**src/rtl/sd_card_cmd_responder_if.sv**
```systemverilog
// CMD-line and card-logic signals of the SD command responder.
// The slave modport is the responder itself; master is the host/card-logic side.
interface sd_card_cmd_responder_if;
  logic         in_sd_cmd;
  logic         out_sd_cmd;
  logic         out_sd_cmd_oe;
  logic [5:0]   cmd_index;
  logic [31:0]  cmd_arg;
  logic         cmd_valid;
  logic         cmd_crc_err;
  logic         in_resp_valid;
  logic         in_resp_none;
  logic         in_resp_long;
  logic         in_resp_nocrc;
  logic [5:0]   in_resp_index;
  logic [127:0] in_resp_data;
  logic         resp_drop;
  logic         busy;

  modport slave (
    input  in_sd_cmd, in_resp_valid, in_resp_none, in_resp_long, in_resp_nocrc,
           in_resp_index, in_resp_data,
    output out_sd_cmd, out_sd_cmd_oe, cmd_index, cmd_arg, cmd_valid, cmd_crc_err,
           resp_drop, busy
  );

  modport master (
    output in_sd_cmd, in_resp_valid, in_resp_none, in_resp_long, in_resp_nocrc,
           in_resp_index, in_resp_data,
    input  out_sd_cmd, out_sd_cmd_oe, cmd_index, cmd_arg, cmd_valid, cmd_crc_err,
           resp_drop, busy
  );
endinterface

```
**src/rtl/sd_card_cmd_responder.sv**
```systemverilog
// Card-side SD CMD line: receives 48-bit host commands, checks framing/CRC7,
// and serialises a 48-bit or 136-bit response after the NCR gap.
module sd_card_cmd_responder #(
  parameter int unsigned NCR      = 2,
  parameter int unsigned MAX_WAIT = 60
) (
  input logic                    in_sd_clk,
  input logic                    hrst_n,
  input logic                    in_soft_reset,
  sd_card_cmd_responder_if.slave bus
);

  localparam int unsigned WaitW = $clog2(MAX_WAIT + 1);

  typedef enum logic [2:0] {StIdle, StRecv, StCheck, StWaitResp, StSend} state_e;

  state_e             state_q, state_d;
  logic [47:0]        rx_q, rx_d;
  logic [5:0]         rx_cnt_q, rx_cnt_d;
  logic [WaitW-1:0]   wait_cnt_q, wait_cnt_d;
  logic               cap_q, cap_d;
  logic               long_q, long_d;
  logic               nocrc_q, nocrc_d;
  logic [135:0]       tx_q, tx_d;
  logic [7:0]         tx_cnt_q, tx_cnt_d;
  logic [6:0]         crc_q, crc_d;
  logic               out_q, out_d;
  logic               oe_q, oe_d;
  logic [5:0]         idx_q, idx_d;
  logic [31:0]        arg_q, arg_d;
  logic               valid_q, valid_d;
  logic               err_q, err_d;
  logic               drop_q, drop_d;

  logic               rx_ok;
  logic               live;
  logic               tx_bit;
  logic [7:0]         tx_pos;
  logic [7:0]         tx_last;

  function automatic logic [6:0] crc7_step(logic [6:0] crc, logic din);
    logic fb;
    fb = din ^ crc[6];
    return {crc[5:0], 1'b0} ^ (fb ? 7'h09 : 7'h00);
  endfunction

  function automatic logic [6:0] crc7_calc(logic [39:0] d);
    logic [6:0] c;
    c = '0;
    for (int i = 39; i >= 0; i--) c = crc7_step(c, d[i]);
    return c;
  endfunction

  assign rx_ok = rx_q[46] && rx_q[0] && (crc7_calc(rx_q[47:8]) == rx_q[7:1]);

  // Next-state and datapath decode.
  always_comb begin
    state_d    = state_q;
    rx_d       = rx_q;
    rx_cnt_d   = rx_cnt_q;
    wait_cnt_d = wait_cnt_q;
    cap_d      = cap_q;
    long_d     = long_q;
    nocrc_d    = nocrc_q;
    tx_d       = tx_q;
    tx_cnt_d   = tx_cnt_q;
    crc_d      = crc_q;
    out_d      = out_q;
    oe_d       = oe_q;
    idx_d      = idx_q;
    arg_d      = arg_q;
    valid_d    = 1'b0;
    err_d      = 1'b0;
    drop_d     = 1'b0;
    live       = bus.in_resp_valid && !cap_q;
    tx_bit     = 1'b1;
    tx_pos     = tx_cnt_q + 8'd1;
    tx_last    = long_q ? 8'd135 : 8'd47;

    unique case (state_q)
      StIdle: begin
        if (!bus.in_sd_cmd) begin
          rx_d     = '0;
          rx_cnt_d = 6'd1;
          state_d  = StRecv;
        end
      end
      StRecv: begin
        rx_d     = {rx_q[46:0], bus.in_sd_cmd};
        rx_cnt_d = rx_cnt_q + 6'd1;
        if (rx_cnt_q == 6'd47) state_d = StCheck;
      end
      StCheck: begin
        if (rx_ok) begin
          valid_d    = 1'b1;
          idx_d      = rx_q[45:40];
          arg_d      = rx_q[39:8];
          wait_cnt_d = '0;
          cap_d      = 1'b0;
          state_d    = StWaitResp;
        end else begin
          err_d   = 1'b1;
          state_d = StIdle;
        end
      end
      StWaitResp: begin
        if (wait_cnt_q != WaitW'(MAX_WAIT)) wait_cnt_d = wait_cnt_q + 1'b1;
        if (live && bus.in_resp_none) begin
          state_d = StIdle;
        end else begin
          if (live) begin
            cap_d   = 1'b1;
            long_d  = bus.in_resp_long;
            nocrc_d = bus.in_resp_nocrc;
            // Frame bits after the start bit, left-aligned; short CRC/end overlaid in SEND.
            if (bus.in_resp_long) begin
              tx_d = {1'b0, 6'h3F, bus.in_resp_data[127:1], 1'b1, 1'b0};
            end else begin
              tx_d = {1'b0, bus.in_resp_nocrc ? 6'h3F : bus.in_resp_index,
                      bus.in_resp_data[31:0], 97'b0};
            end
          end
          // Launch on the edge ending the last NCR gap cycle, or right after capture.
          if ((cap_q || live) && (wait_cnt_q >= WaitW'(NCR - 2))) begin
            state_d  = StSend;
            out_d    = 1'b0;
            oe_d     = 1'b1;
            tx_cnt_d = '0;
            crc_d    = '0;
          end else if (!cap_q && !live && (wait_cnt_q == WaitW'(MAX_WAIT - 1))) begin
            drop_d  = 1'b1;
            state_d = StIdle;
          end
        end
      end
      StSend: begin
        if (tx_cnt_q == tx_last) begin
          state_d = StIdle;
          out_d   = 1'b1;
          oe_d    = 1'b0;
        end else begin
          tx_cnt_d = tx_pos;
          if (!long_q && (tx_pos >= 8'd40)) begin
            tx_bit = (tx_pos == 8'd47) ? 1'b1 : (nocrc_q | crc_q[6]);
            crc_d  = {crc_q[5:0], 1'b0};
          end else begin
            tx_bit = tx_q[135];
            tx_d   = {tx_q[134:0], 1'b0};
            if (!long_q) crc_d = crc7_step(crc_q, tx_bit);
          end
          out_d = tx_bit;
        end
      end
      default: state_d = StIdle;
    endcase

    // Synchronous soft reset has the same effect as hrst_n.
    if (!in_soft_reset) begin
      state_d    = StIdle;
      rx_d       = '0;
      rx_cnt_d   = '0;
      wait_cnt_d = '0;
      cap_d      = 1'b0;
      long_d     = 1'b0;
      nocrc_d    = 1'b0;
      tx_d       = '0;
      tx_cnt_d   = '0;
      crc_d      = '0;
      out_d      = 1'b1;
      oe_d       = 1'b0;
      idx_d      = '0;
      arg_d      = '0;
      valid_d    = 1'b0;
      err_d      = 1'b0;
      drop_d     = 1'b0;
    end
  end

  // FSM state register.
  always_ff @(posedge in_sd_clk or negedge hrst_n) begin
    if (!hrst_n) state_q <= StIdle;
    else         state_q <= state_d;
  end

  // Datapath and registered outputs.
  always_ff @(posedge in_sd_clk or negedge hrst_n) begin
    if (!hrst_n) begin
      rx_q       <= '0;
      rx_cnt_q   <= '0;
      wait_cnt_q <= '0;
      cap_q      <= 1'b0;
      long_q     <= 1'b0;
      nocrc_q    <= 1'b0;
      tx_q       <= '0;
      tx_cnt_q   <= '0;
      crc_q      <= '0;
      out_q      <= 1'b1;
      oe_q       <= 1'b0;
      idx_q      <= '0;
      arg_q      <= '0;
      valid_q    <= 1'b0;
      err_q      <= 1'b0;
      drop_q     <= 1'b0;
    end else begin
      rx_q       <= rx_d;
      rx_cnt_q   <= rx_cnt_d;
      wait_cnt_q <= wait_cnt_d;
      cap_q      <= cap_d;
      long_q     <= long_d;
      nocrc_q    <= nocrc_d;
      tx_q       <= tx_d;
      tx_cnt_q   <= tx_cnt_d;
      crc_q      <= crc_d;
      out_q      <= out_d;
      oe_q       <= oe_d;
      idx_q      <= idx_d;
      arg_q      <= arg_d;
      valid_q    <= valid_d;
      err_q      <= err_d;
      drop_q     <= drop_d;
    end
  end

  assign bus.out_sd_cmd    = out_q;
  assign bus.out_sd_cmd_oe = oe_q;
  assign bus.cmd_index     = idx_q;
  assign bus.cmd_arg       = arg_q;
  assign bus.cmd_valid     = valid_q;
  assign bus.cmd_crc_err   = err_q;
  assign bus.resp_drop     = drop_q;
  assign bus.busy          = (state_q != StIdle);

endmodule

```
**src/flat_wrapper.sv**
```systemverilog
// flat-port wrapper written by rule: the top's interface ports become plain ports
module sd_card_cmd_responder_flat 
#(
  parameter int unsigned NCR      = 2,
  parameter int unsigned MAX_WAIT = 60
)
  (in_sd_clk, hrst_n, in_soft_reset, bus_in_sd_cmd, bus_in_resp_valid, bus_in_resp_none, bus_in_resp_long, bus_in_resp_nocrc, bus_in_resp_index, bus_in_resp_data, bus_out_sd_cmd, bus_out_sd_cmd_oe, bus_cmd_index, bus_cmd_arg, bus_cmd_valid, bus_cmd_crc_err, bus_resp_drop, bus_busy);
  sd_card_cmd_responder_if bus_i ();
  input logic in_sd_clk;
  input logic hrst_n;
  input logic in_soft_reset;
  input wire logic [$bits(bus_i.in_sd_cmd)-1:0] bus_in_sd_cmd;
  input wire logic [$bits(bus_i.in_resp_valid)-1:0] bus_in_resp_valid;
  input wire logic [$bits(bus_i.in_resp_none)-1:0] bus_in_resp_none;
  input wire logic [$bits(bus_i.in_resp_long)-1:0] bus_in_resp_long;
  input wire logic [$bits(bus_i.in_resp_nocrc)-1:0] bus_in_resp_nocrc;
  input wire logic [$bits(bus_i.in_resp_index)-1:0] bus_in_resp_index;
  input wire logic [$bits(bus_i.in_resp_data)-1:0] bus_in_resp_data;
  output wire logic [$bits(bus_i.out_sd_cmd)-1:0] bus_out_sd_cmd;
  output wire logic [$bits(bus_i.out_sd_cmd_oe)-1:0] bus_out_sd_cmd_oe;
  output wire logic [$bits(bus_i.cmd_index)-1:0] bus_cmd_index;
  output wire logic [$bits(bus_i.cmd_arg)-1:0] bus_cmd_arg;
  output wire logic [$bits(bus_i.cmd_valid)-1:0] bus_cmd_valid;
  output wire logic [$bits(bus_i.cmd_crc_err)-1:0] bus_cmd_crc_err;
  output wire logic [$bits(bus_i.resp_drop)-1:0] bus_resp_drop;
  output wire logic [$bits(bus_i.busy)-1:0] bus_busy;
  assign bus_i.in_sd_cmd = bus_in_sd_cmd;
  assign bus_i.in_resp_valid = bus_in_resp_valid;
  assign bus_i.in_resp_none = bus_in_resp_none;
  assign bus_i.in_resp_long = bus_in_resp_long;
  assign bus_i.in_resp_nocrc = bus_in_resp_nocrc;
  assign bus_i.in_resp_index = bus_in_resp_index;
  assign bus_i.in_resp_data = bus_in_resp_data;
  assign bus_out_sd_cmd = bus_i.out_sd_cmd;
  assign bus_out_sd_cmd_oe = bus_i.out_sd_cmd_oe;
  assign bus_cmd_index = bus_i.cmd_index;
  assign bus_cmd_arg = bus_i.cmd_arg;
  assign bus_cmd_valid = bus_i.cmd_valid;
  assign bus_cmd_crc_err = bus_i.cmd_crc_err;
  assign bus_resp_drop = bus_i.resp_drop;
  assign bus_busy = bus_i.busy;
  sd_card_cmd_responder #(.NCR(NCR), .MAX_WAIT(MAX_WAIT)) u_core (.in_sd_clk(in_sd_clk), .hrst_n(hrst_n), .in_soft_reset(in_soft_reset), .bus(bus_i));
endmodule
```
**config.mk**
```make
export PLATFORM = sky130hd
export DESIGN_NAME = sd_card_cmd_responder_flat
export DESIGN_NICKNAME = d
export VERILOG_FILES = /design/src/rtl/sd_card_cmd_responder_if.sv /design/src/rtl/sd_card_cmd_responder.sv /design/src/flat_wrapper.sv
export SDC_FILE = /design/constraint.sdc
export NUM_CORES = 1
export LEC_CHECK = 0
export ABC_AREA = 1
export ABC_CLOCK_PERIOD_IN_PS = 4800
export CORE_AREA = 2 2 118 234
export CTS_CLUSTER_DIAMETER = 150
export CTS_CLUSTER_SIZE = 8
export DETAILED_ROUTE_END_ITERATION = 12
export DIE_AREA = 0 0 120 236
export PLACE_DENSITY_LB_ADDON = 0.2
export REMOVE_ABC_BUFFERS = 1
export SKIP_LAST_GASP = 1
export SLEW_MARGIN = 30
export SYNTH_ARGS = -nofsm -noshare
export SYNTH_HDL_FRONTEND = slang
export SYNTH_SLANG_ARGS = --single-unit
```
**constraint.sdc**
```tcl
create_clock -name in_sd_clk -period 4.8 [get_ports in_sd_clk]
set_input_delay 0.96 -clock in_sd_clk [delete_from_list [all_inputs] [get_ports in_sd_clk]]
set_output_delay 0.96 -clock in_sd_clk [all_outputs]
set_load 0.01 [all_outputs]
```
==> metrics <==
first-pass GRT wire length 56.1 mm; Post-Syn Instances 1619; final worst path period share 0.762; CP bufs+invs 4; CP peak stage delay 0.46 ns; synthesized area roughly 0.013 sq mm; wire per inst about 16 microns; Hold Buf Count CTS 0; Post-CTS Resized 0; CP Launch Type register; Total GRT Usage 0.239; CTS tree done; R2R Setup Slk 1.14 ns; Critical Path RT 5.18 ns; Area Growth Syn to Fin 23.9%; Final Max Tran Viols 0; HPWL after DPL 22.1 mm; placed cell count between 2000 and 2500; Leak Pwr roughly 7.5 nW; synthesis warning total 0; worst hold path class input pin to asynchronous set/reset pin; clk_lat worst skew 0.52 ns; cell family with most CP delay simple AND/OR/NAND/NOR gates; Data arrival, critical path about 4.0 ns; Final GP Congestion just under 0.9; status finished, final reports clean; chip height about 240 microns; Initial Util 0.491; Slew @ Worst Pin 0.957 ns; die area roughly 0.028 sq mm; Fin Clk Skew 0.0154 ns; synth unique cells 39; Tmin final 3.66 ns; CP max FO 115; most common cell after layout, fill and taps aside nand2_1; clock root buffer clkbuf_16; CP Cell Sequence inv_1 -> nor3_1 -> nand4_1 -> nor2_1 -> xor2_1 -> nand2_1 -> inv_1 -> nand2_1 -> nor3_1 -> or2_2 -> nand2_1 -> o211ai_1 -> nor2_4 -> inv_4 -> buf_12 -> o21ai_0; DRT Wirelength 33.6 mm; Peak Freq 0.273 GHz; post-synthesis sequential area ratio 0.495; RSZ-0062 raised after global routing no; DR vias 11730; fin area 0.0162 sq mm; die width about 120 microns; vias per cell 5.50; Final Power 0.00642 W; first drt pass iteration count 7; Max Cap Viol 0; final hold vios 0; worst hold slack 0.427 ns; clock buffer depth 3; Rows 85; initial antenna violation count 2; Max VDD drop ~280 uV; Port Buffers 185; Crit path top cell by count nand2_1; post-CTS setup buffers 0; core area 0.0267 sq mm; post-route antenna net violation count 0; max_slew headroom 0.358; # IOs 186; nets@finish 1920; Post-DP Area 0.0152 sq mm; critical path endpoint category register; Sink Count 259; Syn Area/Cell 8.09 sq um; FF+latch count, synth 259; final setup violating endpoints 0; pin count of the biggest net entering global routing 116; Worst path slowest cell inv_4; vias in the first global route 11523; Cell Pwr Density 396 mW/mm^2; clock transition at the registers of the reported paths 0.05 ns; DRT iter0 DRCs 692; fraction of layout cells with a size suffix above 1 0.0701; gr ovfl total 0; CTS buffer count 38; Setup CP Type register to register; H-Tree Level Count 2; post-route DRC violation count 0; commonest cells after routing, fill and taps aside 468 x nand2_1, 258 x dfrtp_1, 182 x clkdlybuf4s50_1; non-filler instance count after layout 2132
## state kept, by name (all words and copies together) (netlist names)
register and flops:
u_core.bus.out_sd_cmd 1, u_core.bus.out_sd_cmd_oe 1, u_core.crc_q 7, u_core.rx_q 48, u_core.wait_cnt_q 6, u_core.tx_q 135
u_core.bus.resp_drop 1, u_core.bus.cmd_index 6, u_core.nocrc_q 1, u_core.bus.cmd_crc_err 1, u_core.bus.cmd_arg 32, u_core.tx_cnt_q 8
u_core.long_q 1, u_core.bus.cmd_valid 1, u_core.state_q 3, u_core.rx_cnt_q 6, u_core.cap_q 1
## path summary, 6_finish.rpt
check                                                    start                                end  cells after the start
worst min-delay path                                    hrst_n  u_core.bus.cmd_arg[2]$_DFFE_PN0P_                      1
max in group asynchronous                               hrst_n        u_core.rx_q[47]$_DFFE_PN0P_                      2
min in group in_sd_clk             u_core.tx_q[67]$_DFFE_PN0P_        u_core.tx_q[67]$_DFFE_PN0P_                      2
worst min register to register     u_core.tx_q[67]$_DFFE_PN0P_        u_core.tx_q[67]$_DFFE_PN0P_                      2
worst max-delay path            u_core.tx_cnt_q[0]$_DFFE_PN0P_        u_core.tx_q[58]$_DFFE_PN0P_                     16
worst max register to register  u_core.tx_cnt_q[0]$_DFFE_PN0P_        u_core.tx_q[58]$_DFFE_PN0P_                     16
## kinds of logic (layout without fill, tap and decap cells)
family	count (synthesis)	after routing	synth area share
AO/OA/AOI/OAI	359	359	0.168
XOR/XNOR	10	10	0.00668
adder cells (fa/ha/maj)	5	5	0.00477
buffers and inverters	260	423	0.0765
flip-flops	259	259	0.495
multiplexers	32	32	0.0244
other	0	2	0
AND/OR/NAND/NOR	694	694	0.225
## synth_stat cells
library cell  instances  area, sq um
or2_2                 1         6.26
ha_1                  5         62.6
nand3_2               3         30.0
and3_1                1         6.26
nand2_2              34          213
o31ai_1               2         15.0
a31oi_1               3         18.8
o22ai_1              82          513
o211ai_1              1         7.51
nor2_2                4         25.0
nor3b_1               2         15.0
buf_8                 1         15.0
mux2i_1              32          320
a211oi_1              2         15.0
a22oi_1              59          443
clkbuf_1             74          278
nand3b_1              1         7.51
nor2_1               30          113
dfrtp_1             258         6460
nand4_1              10         62.6
buf_6                 1         11.3
clkinv_1              4         15.0
a32oi_1              35          307
a221oi_1              1         8.76
buf_2                 6         30.0
dfstp_2               1         26.3
nor3_1               17         85.1
nand4_2               1         12.5
nand3_1             119          596
nand2_1             468         1760
o21a_1                1         7.51
a21oi_1               7         35.0
xor2_1                8         70.1
inv_1               154          578
nor4_1                3         18.8
o21ai_0             166          831
xnor2_1               2         17.5
inv_2                15         56.3
buf_1                 5         18.8
## per-layer routing
layer,track usage,part of all wire
met5,0,0
met3,0.0462,0.060
met2,0.385,0.48
met1,0.325,0.44
met4,0.0791,0.021
## final cells by class
| type | count | area [sq um] |
|---|---|---|
| timing repair buffer | 201 | 2000 |
| sequential | 259 | 6480 |
| clock inverter | 4 | 41.3 |
| tap | 348 | 435 |
| multi-input combinational | 1100 | 5640 |
| fill | 2376 | 10500 |
| clock buffer | 45 | 977 |
| inverter | 173 | 652 |
| antenna | 2 | 5.00 |
## per-stage QoR
step	worst slack, ns	util	setup TNS, ns
finish	1.14	0.608	0
global route	0.589	0.608	0
CTS	1.13	0.608	0
detailed placement	1.05	0.569	0
global placement	1.18	0.569	0
floorplan	-3.90	-	-493.23
## power breakdown
part | internal [W] | switching (W)
clock | 0.00142 | 0.000953
sequential | 0.00253 | 0.000169
combinational | 0.000452 | 0.000898
Note: power is estimated with default switching activity, not from simulation.
==> variant 1 (same flow settings) <==
The 5 states of `state_e` get a one-hot encoding in 5 bits.
--- a/src/rtl/sd_card_cmd_responder.sv
+++ b/src/rtl/sd_card_cmd_responder.sv
@@ -12,7 +12,7 @@
 
   localparam int unsigned WaitW = $clog2(MAX_WAIT + 1);
 
-  typedef enum logic [2:0] {StIdle, StRecv, StCheck, StWaitResp, StSend} state_e;
+  typedef enum logic [4:0] {StIdle = 5'b00001, StRecv = 5'b00010, StCheck = 5'b00100, StWaitResp = 5'b01000, StSend = 5'b10000} state_e;
 
   state_e             state_q, state_d;
   logic [47:0]        rx_q, rx_d;
Formal check against the unedited RTL: no difference found for any inputs over 4 cycles, from zero or initial values and one cycle with hrst_n low; so few cycles prove little.
==> variant 1 against the unedited design <==
- wire length decreased by 4.1%
- sequential power decreased by 6%
- sequential cell count increased by 2
- utilization about the same
- combinational power decreased by 28%
- synthesized cell count decreased by 2.1%
- worst setup slack got worse by 0.30 ns
- synthesized area decreased by 0.22%
- global-route usage decreased by 0.77 points
- power decreased by 8.2%
- design area about the same
- hold slack got worse by 0.054 ns
- critical endpoint is now u_core.tx_q[118]
==> variant 1: results (changes against the unedited design) <==
register area share after synthesis 0.500 (+0.00501); top post-synthesis cells by area dfrtp_1 50%, nand2_1 13%, o21ai_0 6.3%, inv_1 4.4%, o22ai_1 4.0%; Peak VDD IR 0.264 mV (-5.5%); vias in the first global route 11525 (+0.017%); final-stage net count 1890 (-1.6%); ANT cells 0 (-2); clock skew 0.0135 ns (-0.00187 ns); Cell Area, Placed 0.0151 mm^2 (-0.35%); Syn Inst Count 1585 (-2.1%); slowest stage delay, CP 0.83 ns (+0.37 ns); Placed Cells 2050 (-1.5%); Fill cells 2393 (+0.72%); largest net degree at the start of global routing 120 (+3.4%); first-pass GRT wire length 54.7 mm (-2.5%); r2r setup slk 0.84 ns (-0.30 ns); Vias/cell 5.43 (-1.2%); layout cells sized above 1 0.0666 (-0.00359); drt wl/cell 15.3 um (-2.9%); Pleak 0.00740 uW (-0.81%); worst hold slack 0.373 ns (-0.0535 ns); Worst Path Max Fanout 77 (-33%); RePlAce Congestion 0.860 (-2.7%); DPL Wire Length 21.6 mm (-2.5%); pre-CTS setup slack 0.872 ns (-0.176 ns); CP arrival 4.35 ns (+0.31 ns); synthesis-to-finish area growth 24.1%; outcome complete, no violations; Crit-path slowest cell clkinv_2; DR pass1 iterations 5 (-2); DRT iter0 DRCs 945 (+37%); commonest cells in the netlist 468 x nand2_1, 259 x dfrtp_1, 165 x o21ai_0; CTS root buf clkbuf_16; Final Cycle Share 0.825 (+0.0630); distinct cell type count after synthesis 41 (+5.1%); initial antenna violation count 0 (-2); relative slew slack 0.427 (+0.0687)
[variant 1: final timing paths]
path,cells past startpoint,startpoint,end
worst min register to register,2,u_core.bus.cmd_arg[21],u_core.bus.cmd_arg[21]
worst min-delay path,1,hrst_n,u_core.bus.cmd_valid
min in group in_sd_clk,2,u_core.bus.cmd_arg[21],u_core.bus.cmd_arg[21]
max in group asynchronous,3,hrst_n,u_core.state_q[0]
worst max register to register,14,u_core.tx_cnt_q[0],u_core.tx_q[118]
worst max-delay path,14,u_core.tx_cnt_q[0],u_core.tx_q[118]
[variant 1: kinds of logic after synthesis]
group,share of synthesized area
simple gates,0.211
compound gates,0.174
flops,0.500
buf+inv,0.0750
mux,0.0245
xor+xnor,0.0106
fa+ha+maj,0.00479
[variant 1: power by group]
part / switching, uW / total (uW) / internal, uW
sequential: 105 / 2530 / 2430
clock: 931 / 2400 / 1470
combinational: 620 / 971 / 351
total: 1660 / 5900 / 4240
[variant 1: worst max-delay path: cells and delay by family, from the launching register on]
family                 cells  cell delay (ns)
AO/OA/AOI/OAI              1             0.47
XOR/XNOR                   1             0.20
buffers and inverters      3             0.98
flip-flops                 1             0.35
AND/OR/NAND/NOR            9             1.82
[variant 1: layout make-up]
type,count,area share
Multi-Input combinational cell,1074,0.344
Timing Repair Buffer,201,0.123
Sequential cell,261,0.403
Clock inverter,2,0.000848
Inverter,167,0.0387
Tap cell,348,0.0268
Clock buffer,53,0.0634
[variant 1: layer usage]
metal  vias to the layer above  part of all wire  global-route usage
met4                         0             0.024              0.0784
met1                      5436              0.44               0.313
met5                         -                 0                   0
li1                       5641                 -                   -
met3                        61             0.054              0.0372
met2                       306              0.48               0.379
==> variant 2 (config.mk and constraints unchanged) <==
Without the edit above. `MAX_WAIT` is set to 60 in 2 places; all go to 120.
--- a/src/rtl/sd_card_cmd_responder.sv
+++ b/src/rtl/sd_card_cmd_responder.sv
@@ -2,7 +2,7 @@
 // and serialises a 48-bit or 136-bit response after the NCR gap.
 module sd_card_cmd_responder #(
   parameter int unsigned NCR      = 2,
-  parameter int unsigned MAX_WAIT = 60
+  parameter int unsigned MAX_WAIT = 120
 ) (
   input logic                    in_sd_clk,
   input logic                    hrst_n,
--- a/src/flat_wrapper.sv
+++ b/src/flat_wrapper.sv
@@ -2,7 +2,7 @@
 module sd_card_cmd_responder_flat 
 #(
   parameter int unsigned NCR      = 2,
-  parameter int unsigned MAX_WAIT = 60
+  parameter int unsigned MAX_WAIT = 120
 )
   (in_sd_clk, hrst_n, in_soft_reset, bus_in_sd_cmd, bus_in_resp_valid, bus_in_resp_none, bus_in_resp_long, bus_in_resp_nocrc, bus_in_resp_index, bus_in_resp_data, bus_out_sd_cmd, bus_out_sd_cmd_oe, bus_cmd_index, bus_cmd_arg, bus_cmd_valid, bus_cmd_crc_err, bus_resp_drop, bus_busy);
   sd_card_cmd_responder_if bus_i ();
Formal check against the unedited RTL: same outputs for any inputs over 4 cycles, from zero or initial values and one cycle with hrst_n low; that may be too few to reach the edited logic, so the function may still have changed.
==> variant 2 against the unedited design <==
- cell count shrank 2.3%
- synthesized area grew 0.51%
- clock skew increased by 0.00067 ns
- power down 13%
- wire length increased by 1.1%
- synthesized cell count is 3.0% lower
- worst setup slack got worse by 0.26 ns
- sequential cell count rose by 1
- design area grew 0.56%
- global-route usage hardly changed
- critical endpoint is now u_core.tx_q[54]
==> variant 2: results (changes against the unedited design) <==
CTS hold repair buffers 0 (unchanged); Min-Delay Path Class in2async; relative slew slack 0.428 (+0.0704); distinct cell type count after synthesis 42 (+7.7%); H-tree depth 2 (unchanged); delay-heaviest family, CP simple AND/OR/NAND/NOR gates; CP arrival 4.29 ns (+0.25 ns); most flop-heavy register u_core.tx_q; Worst Path Max Fanout 118 (+2.6%); DPL Wire Length 22.5 mm (+1.8%); max reg flops 135 (unchanged); top post-synthesis cells by area dfrtp_1 49%, nand2_1 10%, o21ai_0 5.4%, inv_1 4.4%, o22ai_1 4.4%; drt wl/cell 16.3 um (+3.4%); slowest stage delay, CP 0.63 ns (+0.17 ns); post_cts resized 0 (unchanged); worst skew pair latency 0.52 ns (about the same); met3 usage 0.0505 (+0.00435); layout cells sized above 1 0.0889 (+0.0187); Pleak 0.00725 uW (-2.8%); CTS root buf clkbuf_16; CP Launch Point u_core.tx_cnt_q[0]; YS warnings 0 (unchanged); CTS buffer count 38 (unchanged); Global Route met2 Usage 0.381 (-0.00396); endpoints failing hold 0 (unchanged); port bufs 185 (unchanged); final-stage net count 1872 (-2.5%); Synth Flop Type dfrtp_1; post-CTS setup buffer count 0 (unchanged); Via Count 11682 (-0.41%); outcome complete, no violations; M1 WL 14.6 mm (-0.85%); clk slew on worst S/H paths 0.05 ns (about the same); clock skew 0.0160 ns (+0.000665 ns); vias in the first global route 11373 (-1.3%); register area share after synthesis 0.494 (-0.000591); DRT iter0 DRCs 896 (+29%); RePlAce Congestion 0.867 (-1.9%); initial antenna violation count 4 (+2); DR pass1 iterations 6 (-1); commonest cells in the netlist 362 x nand2_1, 259 x dfrtp_1, 156 x inv_1; top sig layer met5; first-pass GRT wire length 55.8 mm (-0.58%); largest net degree at the start of global routing 119 (+2.6%); met1 Use GR 0.324 (-0.000652); Crit-path slowest cell buf_4; Peak VDD IR 0.369 mV (+32%); pre-CTS setup slack 0.727 ns (-0.321 ns); met3 WL 2.05 mm (+1.3%); met2 WL 16.6 mm (+2.7%); GRT Total Usage 0.239 (about the same); Post-synth ARST share 1.00 (unchanged); worst-case clock buffer depth 3 (unchanged)
==> variant 2: worst paths after layout <==
kind	cells past startpoint	slack [ns]	endpoint
max reg2reg	16	0.88	u_core.tx_q[54]
min	1	0.41	u_core.bus.cmd_arg[3]
min in group in_sd_clk	2	0.49	u_core.tx_q[50]
max in group asynchronous	2	3.23	u_core.bus.out_sd_cmd
min reg2reg	2	0.49	u_core.tx_q[50]
max	16	0.88	u_core.tx_q[54]
==> variant 2: layout make-up <==
| class | instances | area [um^2] |
|---|---|---|
| multi-input cells | 1051 | 5680 |
| clock inverters | 2 | 38.8 |
| well taps | 348 | 435 |
| diodes | 3 | 7.51 |
| repair buffers | 202 | 2000 |
| clock buffers | 46 | 1000 |
| inverters | 172 | 651 |
| fillers | 2336 | 10400 |
| flip-flops and latches | 260 | 6510 |
==> variant 2: cells by family (layout without fill, tap and decap cells) <==
family	count (synthesis)	after routing	synth area share
multiplexers	32	32	0.0243
flip-flops	260	260	0.494
adder cells (fa/ha/maj)	5	5	0.00475
other	0	3	0
AO/OA/AOI/OAI	399	399	0.187
buffers and inverters	260	422	0.0768
XOR/XNOR	8	8	0.00532
AND/OR/NAND/NOR	607	607	0.208
==> variant 2: power breakdown <==
group | leakage [uW] | internal (uW) | switching (uW)
Combinational | 0.00321 | 270 | 475
Clock | 0.000508 | 1500 | 935
Sequential | 0.00354 | 2360 | 78.9
Total | 0.00725 | 4120 | 1490
==> variant 2: per-stage QoR <==
step	utilization	setup TNS (ns)	cells	area, um^2	hold WS, ns
global placement	0.572	0	2033	15300	0.461
CTS	0.611	0	2081	16300	0.477
global route	0.611	0	2084	16300	0.500
detailed placement	0.572	0	2033	15300	0.465
finish	0.611	0	2084	16300	0.415
floorplan	-	-508.10	1483	12800	0.442
